File: config.mk
export PLATFORM = sky130hd
export DESIGN_NAME = bcd_display_ctrl
export DESIGN_NICKNAME = d
export VERILOG_FILES = /design/src/rtl/bcd_display_pkg.sv /design/src/rtl/Seven_seg_display.sv /design/src/rtl/bcd_add3_nibble.sv /design/src/rtl/bcd_display_ctrl.sv
export SDC_FILE = /design/constraint.sdc
export NUM_CORES = 1
export LEC_CHECK = 0
export BUFFER_PORTS_ARGS = -buffer_cell sky130_fd_sc_hd__buf_2
export CORE_MARGIN = 1
export CORE_UTILIZATION = 51
export CTS_CLUSTER_DIAMETER = 150
export DETAILED_ROUTE_END_ITERATION = 16
export GPL_TIMING_DRIVEN = 0
export HOLD_SLACK_MARGIN = 0.1
export MAX_ROUTING_LAYER = met4
export PLACE_DENSITY = 0.72
export SYNTH_ARGS = -nofsm -noshare
export SYNTH_HDL_FRONTEND = slang
export SYNTH_HIERARCHICAL = 1
export SYNTH_SLANG_ARGS = --single-unit
File: constraint.sdc
create_clock -name Clock -period 1.36 [get_ports Clock]
set_input_delay 0.068 -clock Clock [delete_from_list [all_inputs] [get_ports Clock]]
set_output_delay 0.068 -clock Clock [all_outputs]
set_load 0.03 [all_outputs]
File: src/rtl/bcd_display_pkg.sv
// Shared types and constants for the BCD seven-segment display controller.
package bcd_display_pkg;

   typedef enum logic {IDLE, CONV} state_e;

   localparam int unsigned NUM_DIGITS = 4;
   localparam int unsigned BCD_W      = 16;
   localparam int unsigned SHIFT_W    = 14;

   localparam logic [0:6] SEG_BLANK = 7'b1111111;
   localparam logic [0:6] SEG_ZERO  = 7'b1000000;

endpackage

File: src/rtl/Seven_seg_display.sv
// BCD digit to active-low seven-segment pattern, segments ordered [0:6].
module Seven_seg_display
   import bcd_display_pkg::*;
(
   input  logic [3:0] bcd,
   output logic [0:6] seg
);

   always_comb begin
      case (bcd)
         4'd0:    seg = SEG_ZERO;
         4'd1:    seg = 7'b1111001;
         4'd2:    seg = 7'b0100100;
         4'd3:    seg = 7'b0110000;
         4'd4:    seg = 7'b0011001;
         4'd5:    seg = 7'b0010010;
         4'd6:    seg = 7'b0000010;
         4'd7:    seg = 7'b1111000;
         4'd8:    seg = 7'b0000000;
         4'd9:    seg = 7'b0010000;
         default: seg = SEG_BLANK;
      endcase
   end

endmodule

File: src/rtl/bcd_add3_nibble.sv
// Double-dabble correction step: add 3 to a BCD nibble that is 5 or more.
module bcd_add3_nibble (
   input  logic [3:0] din,
   output logic [3:0] dout
);

   always_comb begin
      dout = din;
      if (din >= 4'd5) begin
         dout = din + 4'd3;
      end
   end

endmodule

File: src/rtl/bcd_display_ctrl.sv
// Sequential binary-to-BCD converter driving four seven-segment digits.
// Define LEADING_ZERO_BLANK_EN to blank leading zero digits (HEX0 always shown).
module bcd_display_ctrl
   import bcd_display_pkg::*;
#(
   parameter int unsigned WIDTH     = 14,
   parameter int unsigned MAX_VALUE = 9999
) (
   input  logic             Clock,
   input  logic             Reset,
   input  logic [WIDTH-1:0] BIN_IN,
   input  logic             LOAD,
   output logic             READY,
   output logic             DONE,
   output logic             OVERFLOW,
   output logic [0:6]       HEX0,
   output logic [0:6]       HEX1,
   output logic [0:6]       HEX2,
   output logic [0:6]       HEX3
);

   state_e               state_q, state_d;
   logic [SHIFT_W-1:0]   shift_q, shift_d;
   logic [BCD_W-1:0]     scratch_q, scratch_d;
   logic [BCD_W-1:0]     digits_q, digits_d;
   logic [BCD_W-1:0]     corrected;
   logic [3:0]           cnt_q, cnt_d;
   logic                 done_q, done_d;
   logic                 ovf_q, ovf_d;
   logic                 accept, last_bit, over;
   logic [SHIFT_W-1:0]   clamped;
   logic                 unused_msb;
   logic [0:6]           seg [NUM_DIGITS];

   // State register
   always_ff @(posedge Clock) begin
      if (Reset) begin
         state_q <= IDLE;
      end else begin
         state_q <= state_d;
      end
   end

   // Next-state logic
   always_comb begin
      state_d = state_q;
      case (state_q)
         IDLE:    if (LOAD) state_d = CONV;
         CONV:    if (last_bit) state_d = IDLE;
         default: state_d = IDLE;
      endcase
   end

   // FSM outputs
   always_comb begin
      READY = (state_q == IDLE);
   end

   assign accept   = READY & LOAD;
   assign last_bit = (state_q == CONV) && (cnt_q == 4'(WIDTH - 1));
   assign over     = 32'(BIN_IN) > MAX_VALUE;
   assign clamped  = over ? SHIFT_W'(MAX_VALUE) : SHIFT_W'(BIN_IN);

   for (genvar i = 0; i < NUM_DIGITS; i++) begin : g_add3
      bcd_add3_nibble u_add3 (
         .din  (scratch_q[4*i +: 4]),
         .dout (corrected[4*i +: 4])
      );
   end

   // The top correction bit is shifted out; results never exceed 9999.
   assign unused_msb = corrected[BCD_W-1];

   always_comb begin
      shift_d   = shift_q;
      scratch_d = scratch_q;
      cnt_d     = cnt_q;
      digits_d  = digits_q;
      done_d    = 1'b0;
      ovf_d     = ovf_q;
      if (accept) begin
         // Left-align so the MSB of a narrow input is shifted out first.
         shift_d   = clamped << (SHIFT_W - WIDTH);
         scratch_d = '0;
         cnt_d     = '0;
         ovf_d     = over;
      end else if (state_q == CONV) begin
         scratch_d = {corrected[BCD_W-2:0], shift_q[SHIFT_W-1]};
         shift_d   = {shift_q[SHIFT_W-2:0], 1'b0};
         cnt_d     = cnt_q + 4'd1;
         if (last_bit) begin
            digits_d = {corrected[BCD_W-2:0], shift_q[SHIFT_W-1]};
            done_d   = 1'b1;
         end
      end
   end

   always_ff @(posedge Clock) begin
      if (Reset) begin
         shift_q   <= '0;
         scratch_q <= '0;
         cnt_q     <= '0;
         digits_q  <= '0;
         done_q    <= 1'b0;
         ovf_q     <= 1'b0;
      end else begin
         shift_q   <= shift_d;
         scratch_q <= scratch_d;
         cnt_q     <= cnt_d;
         digits_q  <= digits_d;
         done_q    <= done_d;
         ovf_q     <= ovf_d;
      end
   end

   assign DONE     = done_q;
   assign OVERFLOW = ovf_q;

   for (genvar i = 0; i < NUM_DIGITS; i++) begin : g_seg
      Seven_seg_display u_seg (
         .bcd (digits_q[4*i +: 4]),
         .seg (seg[i])
      );
   end

`ifdef LEADING_ZERO_BLANK_EN
   always_comb begin
      HEX0 = seg[0];
      HEX1 = (digits_q[15:4]  == '0) ? SEG_BLANK : seg[1];
      HEX2 = (digits_q[15:8]  == '0) ? SEG_BLANK : seg[2];
      HEX3 = (digits_q[15:12] == '0) ? SEG_BLANK : seg[3];
   end
`else
   assign HEX0 = seg[0];
   assign HEX1 = seg[1];
   assign HEX2 = seg[2];
   assign HEX3 = seg[3];
`endif

endmodule

# After elaboration in Yosys (flattened, before gate mapping)
# Memory sizes are Yosys's and may differ from the RTL's. A register that Yosys moved wholly into a read port is not among the register bits.
# Index checks and enable logic that the tools add are counted.
totals:
  regBits: 53
  rom_bits: 448
  output_inout_bits: 31
  word_cells: 49
  memories: 4
mem_list:
  columns: ["name", "depth", "width", "read_ports", "rd_ports_with_merged_regs", "wr", "line_no", "source"]
  rows:
  - ["(no name shown)", 16, 7, 1, 1, 0, "Seven_seg_display.sv:10", "case (bcd)"]
  - ["(no name shown)", 16, 7, 1, 1, 0, "Seven_seg_display.sv:10", null]
  - ["(no name shown)", 16, 7, 1, 1, 0, "Seven_seg_display.sv:10", null]
  - ["(no name shown)", 16, 7, 1, 1, 0, "Seven_seg_display.sv:10", null]
classes:
  addsub: 5
  n_lt_le_gt_ge: 5
  n_eq_ne: 1
  n_mux: 19
  bitwise_logic: 3
  reduce_logical: 5
ops:
  columns: ["cell", "n"]
  rows:
  - ["4-bit two-way mux", 11]
  - ["14-bit two-way mux", 3]
  - ["4-bit by 3-bit >= comparator with 1-bit output (second input constant)", 4]
  - ["14-bit > comparator (second input constant)", 1]
  - ["4-bit by 2-bit adder with 4-bit output (second input constant)", 3]
  - ["4-bit by 1-bit adder with 4-bit output (second input constant)", 1]
  - ["4-bit == test (second input constant)", 1]
  - ["3-bit by 2-bit adder with 3-bit output (second input constant)", 1]
  - ["1-bit two-way mux", 3]
  - ["3-bit two-way mux", 1]
  - ["3-bit AND reduction", 1]
  - ["3-bit OR reduction", 1]
  - ["1-bit inverter", 2]
  - ["1-bit one-hot mux with 2 select lines", 1]
  - ["2-bit nonzero test", 1]
  - ["2-bit OR reduction", 1]
  - ["1-bit bitwise AND", 1]
  - ["1-bit logical AND", 1]

# Logic depth before layout (Yosys ltp)
# Gate-level depths: netlist of the first run.
depth:
  ltp_word: 6
  mapped_depth: 7
  ltp_nobuf: 7

# By module
# The synthesis of the first run kept the hierarchy.
modules_own_cells:
  columns: ["module", "n_inst", "cells_each", "area_per_inst_um2", "seq_area_each_um2"]
  rows:
  - ["bcd_display_ctrl", 1, 224, 2105.8, 1061.0]
  - ["Seven_seg_display", 4, 33, 210.2, 0.0]
  - ["bcd_add3_nibble", 4, 16, 101.3, 0.0]

# Least setup slack after synthesis of the first run
# Ideal clock, no wire load.
synth_timing:
  path_kind: "register to output"
  start: "reg digits_q[1] (netlist name)"
  end: "out HEX0[2] in the netlist's numbering"
  t_arrival_ns: 1.478
  slack_ns: -0.186
  stages_incl_launch_ff: 6
  path_buffers: 0
  cell_sequence: "dfxtp_1 -> inv_1 -> ha_1 -> nand2_1 -> o21ai_0 -> o21ai_0"
synth_rtl:
  columns: ["element", "line_no", "source"]
  rows:
  - ["end, declared", "bcd_display_ctrl.sv:16", "output logic [0:6] HEX0,"]

==> summary.md, run 1 <==
| Metric | Value |
|---|---|
| Drc violations | 0 |
| Kind of critical path | reg -> out |
| Dpl cell area | ~3700 µm² |
| First-pass GRT wire length | 13400 µm |
| Slowest stage cell, crit path | dfxtp_4 |
| Max_cap viols | 0 |
| Routed Antenna Nets | 0 |
| Share of post-route cells with drive strength above 1 | 48.1% |
| # H-tree levels | 2 |
| Critical Path Sink Type | primary output |
| Die Wd | 82.8 µm |
| Fin area | around 4900 µm² |
| Commonest cells after routing, fill and taps aside | nand2_1, buf_4, nor2_1, dfxtp_1 |
| Total Wirelength | 8720 µm |
| Leakage | approximately 2.0 nW |
| Nets | 559 |
| Reg2Reg Setup Slack | -0.09 ns |
| Crit path DAT | 1.52 ns |
| Port Buffers | 46 |
| Row count | 29 |
| Die Y | 82.8 µm |
| Pre-CTS setup slack | -0.223 ns |
| CTS buffer count | 5 |
| Crit path max fanout | 3 |
| Worst Setup SP | digits_q[9] |
| Clk sinks | 53 |
| Clk slew on worst S/H paths | 0.10 ns |
| Io pins | 48 |
| WL per Instance | 14.8 µm |
| Maximum number of pins on one net before global-route repair | 17 |
| Initial antenna violation count | 0 |
| Final GP Congestion | 0.823 |
| Commonest non-fill, non-tap cell in the layout | nand2_1 |
| Worst path cell trace | inv_6 -> ha_4 -> or2_1 -> a21oi_2 -> nor2_1 -> buf_4 |
| Crit path largest cell delay | 0.39 ns |
| Final setup violation count | 36 |
| Fin worst setup slack | -0.224 ns |
| Hold WS | 0.109 ns |
| Fillers | 391 |
| Core Area | around 6300 µm² |
| WP buf/inv | 2 |
| CTS Root Cell | clkbuf_8 |
| Netlist Area Pre-Place | 3330 µm² |
| Fmax | 631 MHz |
| Slew @ Worst Pin | 0.680 ns |
| Initial DRC count | around 130 |
| Status | finished, violations left |
| Final hold vios | 0 |
| Min-delay src | BIN_IN[12] |
| Crit path max-delay family | flip-flops |
| Starting Density | 52.8% |
| Slew headroom | 54.7% |
| Data required, critical path | 1.29 ns |
| Slew Limit Fails | 0 |
| DR pass1 iterations | 4 |
| Failing checks | negative setup slack |
| Vias per std cell | 5.55 |
| Crit path time final | 1.58 ns |
| Post-Synthesis Net Count | about 460 |
| Die area | 6860 µm² |
| Total power divided by cell area | around 580 nW/µm² |
| Fin crit share | 117% |
| Clock Path Buffers | 2 |
| Mapped Cells | around 420 |
| Hold WC Path Type | in -> reg |
| Peak supply drop | 0.000577 V |
| Core Util, Final | 78.2% |
| Congestion Overflow GR | 0 |
| CTS tree | done |
| Skew final | about 0.011 ns |
| Clock latency on the worst-skew pair | approximately 0.32 ns |
| Antenna fix cells | 0 |
| Half-perimeter wire length after placement | 4950 µm |
| RSZ-0062 raised after global routing | yes |
| Layout area overhead | 48.1% |
| Startpoint Class | flip-flop |
| Vias in the first global route | about 3000 |
| Syn avg cell area | 8.01 µm² |
| RR Startpoint | scratch_q[13] |
| Yosys warns | 6 |
| Vias | 3272 |
| GRT Total Usage | about a quarter |
| Power Total | 2.86 mW |
==> worst reg2reg max path, cell delays in order (launching register included) <==
cell and delay, ns:
dfxtp_2 0.36, inv_4 0.06, ha_4 0.14, nand2b_4 0.14, a21oi_4 0.18, buf_6 0.12, xnor2_2 0.12, nand2_1 0.11
a21oi_1 0.16
==> per-layer routing <==
metal | vias to the layer above | global-route usage, % | part of all wire (%)
li1 | 1592 | - | -
met2 | 99 | 42.2 | 52
met4 | 0 | 7.21 | 2.8
met5 | - | - | 0
met3 | 23 | 3.18 | 3.6
met1 | 1558 | 27.7 | 42
==> timing repair <==
action,in CTS,in global routing
setup endpoints to repair,71,64
pin swaps,33,29
buffers inserted,28,8
endpoints found under the hold margin,6,0
cloned,0,0
gates resized for setup,146,104
hold buffers,7,0
==> through the flow <==
stage	TNS (ns)	std cells
5_1_grt	-6.25	590
6_report	-3.69	590
3_3_place_gp	-2.78	539
4_1_cts	-3.15	582
2_1_floorplan	0	416
3_5_place_dp	-4.09	539
==> sequential cells by signal (all words and copies together), names as in the netlist <==
register   cells
DONE           1
shift_q       14
digits_q      16
OVERFLOW       1
scratch_q     16
cnt_q          4
state_q        1
==> final cells by class <==
cell class                 count  area (µm²)  share of cell area [%]
multi-input combinational    315        2620                    53.0
sequential                    53        1110                    22.6
timing repair buffer          89         711                    14.4
buffer                        24         175                    3.55
inverter                      24         128                    2.59
tap                           77        96.3                    1.95
clock buffer                   6        82.6                    1.67
clock inverter                 2        13.8                   0.279
==> worst paths after layout <==
kind | endpoint | depth (start not counted)
min | shift_q[0] | 3
max reg2reg | digits_q[13] | 8
min reg2reg | digits_q[14] | 2
max | HEX2[6] | 6
==> power by group <==
group | leakage, nW | switching (mW) | internal [mW] | total [mW]
clock network | 0.0512 | 0.527 | 0.414 | 0.940
registers | 0.443 | 0.0257 | 1.57 | 1.60
logic | 1.49 | 0.169 | 0.151 | 0.320
total | 1.98 | 0.721 | 2.14 | 2.86
No activity file was read; power rests on OpenSTA's default activity.
==> inputs of run 2 (changes only) <==
Settings changed: CORE_ASPECT_RATIO set to 0.7.
==> run 2 against run 1 <==
  * The flow still finishes with violations (negative setup slack)
  * Largest power group unchanged
  * Critical endpoint is now HEX3[6]
  * Worst hold slack worse by 0.0055 ns
  * Final cell count unchanged
  * Die area is essentially flat
  * Clock power grew 21%
  * Non-clock buffer count shrank 1
==> summary.md, run 2 (synthesis results as in run 1) <==
| Metric | Value |
|---|---|
| Share of post-route cells with drive strength above 1 | 47.3% |
| Dpl cells | 540 |
| Data required, critical path | roughly 1.3 ns |
| Clock latency on the worst-skew pair | 0.31 ns |
| Critical Path Sink Type | primary output |
| Die Wd | 98.6 µm |
| Clk sinks | between 50 and 60 |
| Final hold vios | 0 |
| CTS buffer count | 5 |
| CTS Root Cell | clkbuf_8 |
| Kind of critical path | reg -> out |
| Io pins | 48 |
| Final GP Congestion | about 0.84 |
| Crit path max fanout | 3 |
| Dpl cell area | 3680 µm² |
| Layout area overhead | 49.0% |
| Slew @ Worst Pin | 0.631 ns |
| Initial antenna violation count | 0 |
| Power Total | a little over 3 mW |
| Drc violations | 0 |
| Clock Path Buffers | 2 |
| Max_cap viols | 0 |
| Clk slew on worst S/H paths | 0.09 ns |
| Leakage | 1.98 nW |
| Port Buffers | 46 |
| DR pass1 iterations | 4 |
| Fin worst setup slack | -0.260 ns |
| Final setup violation count | about 40 |
| Starting Density | 53.1% |
| Core Area | ~6300 µm² |
| Hold WC Path Type | in -> reg |
| Fin crit share | 119% |
| Congestion Overflow GR | 0 |
| Failing checks | negative setup slack |
| Startpoint Class | flip-flop |
| First-pass GRT wire length | 13800 µm |
| Vias in the first global route | 3071 |
| RSZ-0062 raised after global routing | yes |
| Crit path time final | 1.62 ns |
| Vias per std cell | ~5.4 |
| Antenna fix cells | 0 |
| Crit path DAT | 1.55 ns |
| Total Wirelength | between 8000 and 9000 µm |
| Peak supply drop | about 0.00068 V |
| Nets | 558 |
| Skew final | about 0.0083 ns |
| Commonest cells after routing, fill and taps aside | nand2_1, buf_4, nor2_1, dfxtp_1, mux2i_1 |
| Post-Layout Cell Count | 590 |
| # H-tree levels | 2 |
| Half-perimeter wire length after placement | 5070 µm |
| Row count | 24 |
| Routed Antenna Nets | 0 |
| Initial DRC count | 128 |
| Fmax | 617 MHz |
| Core Util, Final | between 70% and 80% |
| Die area | 6870 µm² |
| WL per Instance | 15.2 µm |
| Commonest non-fill, non-tap cell in the layout | nand2_1 |
| GRT Total Usage | 25.2% |
| CTS tree | done |
| Slew headroom | 57.9% |
| Slew Limit Fails | 0 |
| Vias | 3190 |
| Status | finished, violations left |
| Total power divided by cell area | between 600 and 700 nW/µm² |
| Regs by FF count | digits_q (16), scratch_q (16), shift_q (14) |
| Fin area | between 4000 and 5000 µm² |
| Fillers | 401 |
| Maximum number of pins on one net before global-route repair | 16 |
| Die Y | 69.6 µm |
==> run 2: cell types whose count changed in the layout (fill, tap and decap cells not counted), moves of 4 or more <==
cell	before	now
inv_4	9	13
nor2_1	41	45
nor2_2	5	1
o21ai_1	21	17
==> run 2: worst paths after layout <==
check	start	endpoint	slack (ns)	cells after the start
max	digits_q[13]	HEX3[6]	-0.26	6
max reg2reg	scratch_q[5]	digits_q[6]	-0.14	7
min	BIN_IN[11]	shift_q[0]	0.10	3
min reg2reg	digits_q[10]	digits_q[10]	0.46	2
==> run 2: critical path, cell delays in order (launching register included) <==
cell and delay [ns]:
dfxtp_4 0.38, inv_4 0.05, ha_4 0.14, or2_1 0.23, a21oi_2 0.20, nor2_1 0.07, buf_4 0.16
==> run 2: report_power, final <==
part	switching (mW)	internal [mW]	total, mW
clock network	0.540	0.601	1.14
logic	0.171	0.143	0.315
registers	0.0255	1.57	1.59
==> run 2: what timing repair did <==
item,CTS,global route
pin swaps,35,41
endpoints found under the hold margin,5,0
setup buffers,27,11
hold buffers,5,0
resized for setup,143,103
endpoints found under the setup margin,71,75
==> run 2: layer usage <==
layer	routed length, µm	vias to the layer above	track usage, %
li1	-	1590	-
met1	4140	1523	31.8
met2	4470	66	43.0
met3	214	11	3.13
met4	119	0	6.14
met5	0	-	-
==> run 2: area by class of cell <==
cell class	instances	area (µm²)	share of cell area [%]
Sequential cell	53	1120	22.5
Timing Repair Buffer	89	702	14.1
Tap cell	78	97.6	1.97
Buffer	23	166	3.35
Multi-Input combinational cell	315	2650	53.3
Clock inverter	1	30.0	0.605
Inverter	24	123	2.47
Clock buffer	7	86.3	1.74
==> run 2: metrics by stage <==
step / TNS (ns) / hold slack [ns] / worst slack, ns
floorplan: 0 / 0.227 / 0.0279
global placement: -3.66 / 0.364 / -0.224
detailed placement: -5.06 / 0.367 / -0.252
CTS: -3.47 / 0.108 / -0.191
global route: -7.20 / 0.132 / -0.302
finish: -4.59 / 0.103 / -0.260
==> inputs of run 3 (changes only) <==
Settings changed: CORE_UTILIZATION 51 to 50, PLACE_DENSITY 0.72 to 0.71, REMOVE_ABC_BUFFERS set to 1.
==> run 3 against run 2 <==
  * Via count about the same
  * Design area decreased by 0.73%
  * Sequential share of layout area increased by 0.62 points
  * Wire length increased by 0.84%
  * Critical path depth unchanged
  * Sequential cell count unchanged
  * Global-route usage decreased by 0.49 points
  * Clock power decreased by 20%
  * The flow still finishes with violations (negative setup slack)
==> summary.md, run 3 (synthesis results as in run 1) <==
| Metric | Value |
|---|---|
| Fin crit share | 119% |
| Clock Path Buffers | 2 |
| Core Area | ~6300 µm² |
| Min-delay src | BIN_IN[11] |
| Commonest non-fill, non-tap cell in the layout | buf_4 |
| Vias per std cell | about 5.3 |
| Initial DRC count | 183 |
| Io pins | 48 |
| Commonest cells after routing, fill and taps aside | buf_4, nand2_1, nor2_1, dfxtp_1, mux2i_1 |
| Vias in the first global route | 2991 |
| Peak supply drop | 0.000547 V |
| WP buf/inv | 2 |
| P_sw | 0.750 mW |
| Worst Setup SP | digits_q[5] |
| Starting Density | 52.6% |
| Status | finished, violations left |
| Switching Fraction | a little over a quarter |
| Crit path DAT | 1.55 ns |
| GRT Total Usage | between 20% and 30% |
| RSZ-0062 raised after global routing | yes |
| WL per Instance | 15.1 µm |
| Port Buffers | 47 |
| Core Util, Final | between 70% and 80% |
| Maximum number of pins on one net before global-route repair | 39 |
| Kind of critical path | reg -> out |
| Share of power burned in registers | 56.6% |
| Final setup violation count | 45 |
| Data required, critical path | 1.29 ns |
| Final GP Congestion | roughly 0.77 |
| Startpoint Class | flip-flop |
| Skew final | ~0.008 ns |
| Antenna fix cells | 0 |
| Clk sinks | 53 |
| Worst path cell trace | inv_4 -> ha_4 -> or2_1 -> a21oi_2 -> a31oi_1 -> buf_4 |
| Slew Limit Fails | 0 |
| Die Y | 70.3 µm |
| Combinational Power Share | 11.0% |
| Die Wd | around 100 µm |
| Crit path max fanout | 2 |
| Pre-CTS setup slack | -0.896 ns |
| Fin worst setup slack | -0.258 ns |
| Final hold vios | 0 |
| Critical Path Sink Type | primary output |
| Failing checks | negative setup slack |
| RR Startpoint | scratch_q[1] |
| Slowest stage cell, crit path | dfxtp_4 |
| Regs by FF count | digits_q (16), scratch_q (16), shift_q (14) |
| Clk slew on worst S/H paths | roughly 0.10 ns |
| Area of the multi-input gates | between 2000 and 3000 µm² |
| Drc violations | 0 |
| Congestion Overflow GR | 0 |
| Routed Antenna Nets | 0 |
| First-pass GRT wire length | 13600 µm |
| DR pass1 iterations | 4 |
| Crit path largest cell delay | 0.38 ns |
| Clk pwr share | 32.4% |
| CTS tree | done |
| Die area | 7000 µm² |
| Total Wirelength | 9020 µm |
| Slew headroom | a little under half |
| Crit path time final | 1.62 ns |
| Vias | 3191 |
| Max_cap viols | 0 |
| Power Internal | a little over 2 mW |
| Slew @ Worst Pin | 0.785 ns |
| Half-perimeter wire length after placement | 4420 µm |
| CTS Root Cell | clkbuf_8 |
| Register Area | 1140 µm² |
| Nets | around 550 |
| Fmax | approximately 600 MHz |
| # H-tree levels | 2 |
| Hold WC Path Type | in -> reg |
| Initial antenna violation count | 0 |
| Clock latency on the worst-skew pair | 0.32 ns |
| CTS buffer count | 5 |
| Crit path max-delay family | flip-flops |
| Share of post-route cells with drive strength above 1 | between 40% and 50% |
| Row count | 24 |
| Leakage | between 1.5 and 2 nW |
| Fillers | approximately 420 |
| Total power divided by cell area | 571 nW/µm² |
| Layout area overhead | 48.0% |
[run 3: changes by cell type in the layout (fill, tap and decap cells not counted), sizes merged]
cell,previous run,this run
buf,97,101
bufinv,1,0
clkinv,0,2
and4,1,2
clkbuf,17,5
inv,24,23
dlygate4sd3,5,4
clkinvlp,0,2
[run 3: final timing paths]
check	endpoint	slack [ns]	cells past startpoint
worst max register to register	digits_q[1]	-0.09	8
worst min register to register	OVERFLOW	0.47	2
worst max-delay path	HEX1[3]	-0.26	6
worst min-delay path	shift_q[0]	0.09	3
[run 3: worst register-to-register path: stages, from the launching register on]
cell      delay [ns]
dfxtp_2         0.37
inv_4           0.06
ha_4            0.14
nand2b_4        0.14
a21oi_4         0.20
buf_6           0.14
xnor2_4         0.11
nand2_2         0.07
a21oi_2         0.13
[run 3: repair_timing]
action	4_1_cts	5_1_grt
gates resized for setup	152	101
setup buffers	36	19
hold endpoints to repair	4	0
setup endpoints to repair	82	67
hold buffers	4	0
cloned	0	1
pin swaps	24	26
[run 3: cell type report]
cell class | instances | area share (%)
clock buffers | 5 | 1.40
inverters | 24 | 2.56
flip-flops and latches | 53 | 23.1
multi-input cells | 316 | 53.6
well taps | 91 | 2.31
clock inverters | 3 | 0.355
repair buffers | 105 | 16.7
[run 3: layer usage]
| metal | global-route usage, % | share of wire [%] |
|---|---|---|
| met1 | 31.1 | 46 |
| met2 | 41.4 | 50 |
| met3 | 3.80 | 3.6 |
| met4 | 6.54 | 0.96 |
| met5 | - | 0 |
[run 3: power by group through the flow]
stage / Clock (mW) / Sequential, mW / Combinational, mW
global placement: 0 / 1.68 / 0.227
CTS: 0.904 / 1.61 / 0.281
finish: 0.912 / 1.60 / 0.309
floorplan: 0 / 1.67 / 0.149
detailed placement: 0 / 1.68 / 0.229
global route: 1.00 / 1.60 / 0.335
[run 3: metrics by stage]
step | power [mW] | TNS (ns) | hold WS, ns | area [µm²] | std cells
2_1_floorplan | 1.82 | -38.67 | 0.137 | 3190 | 392
3_3_place_gp | 1.91 | -68.62 | 0.368 | 3540 | 530
3_5_place_dp | 1.91 | -32.83 | 0.364 | 3540 | 530
4_1_cts | 2.79 | -3.07 | 0.102 | 4360 | 577
5_1_grt | 2.94 | -7.43 | 0.113 | 4930 | 597
6_report | 2.82 | -4.73 | 0.0937 | 4930 | 597
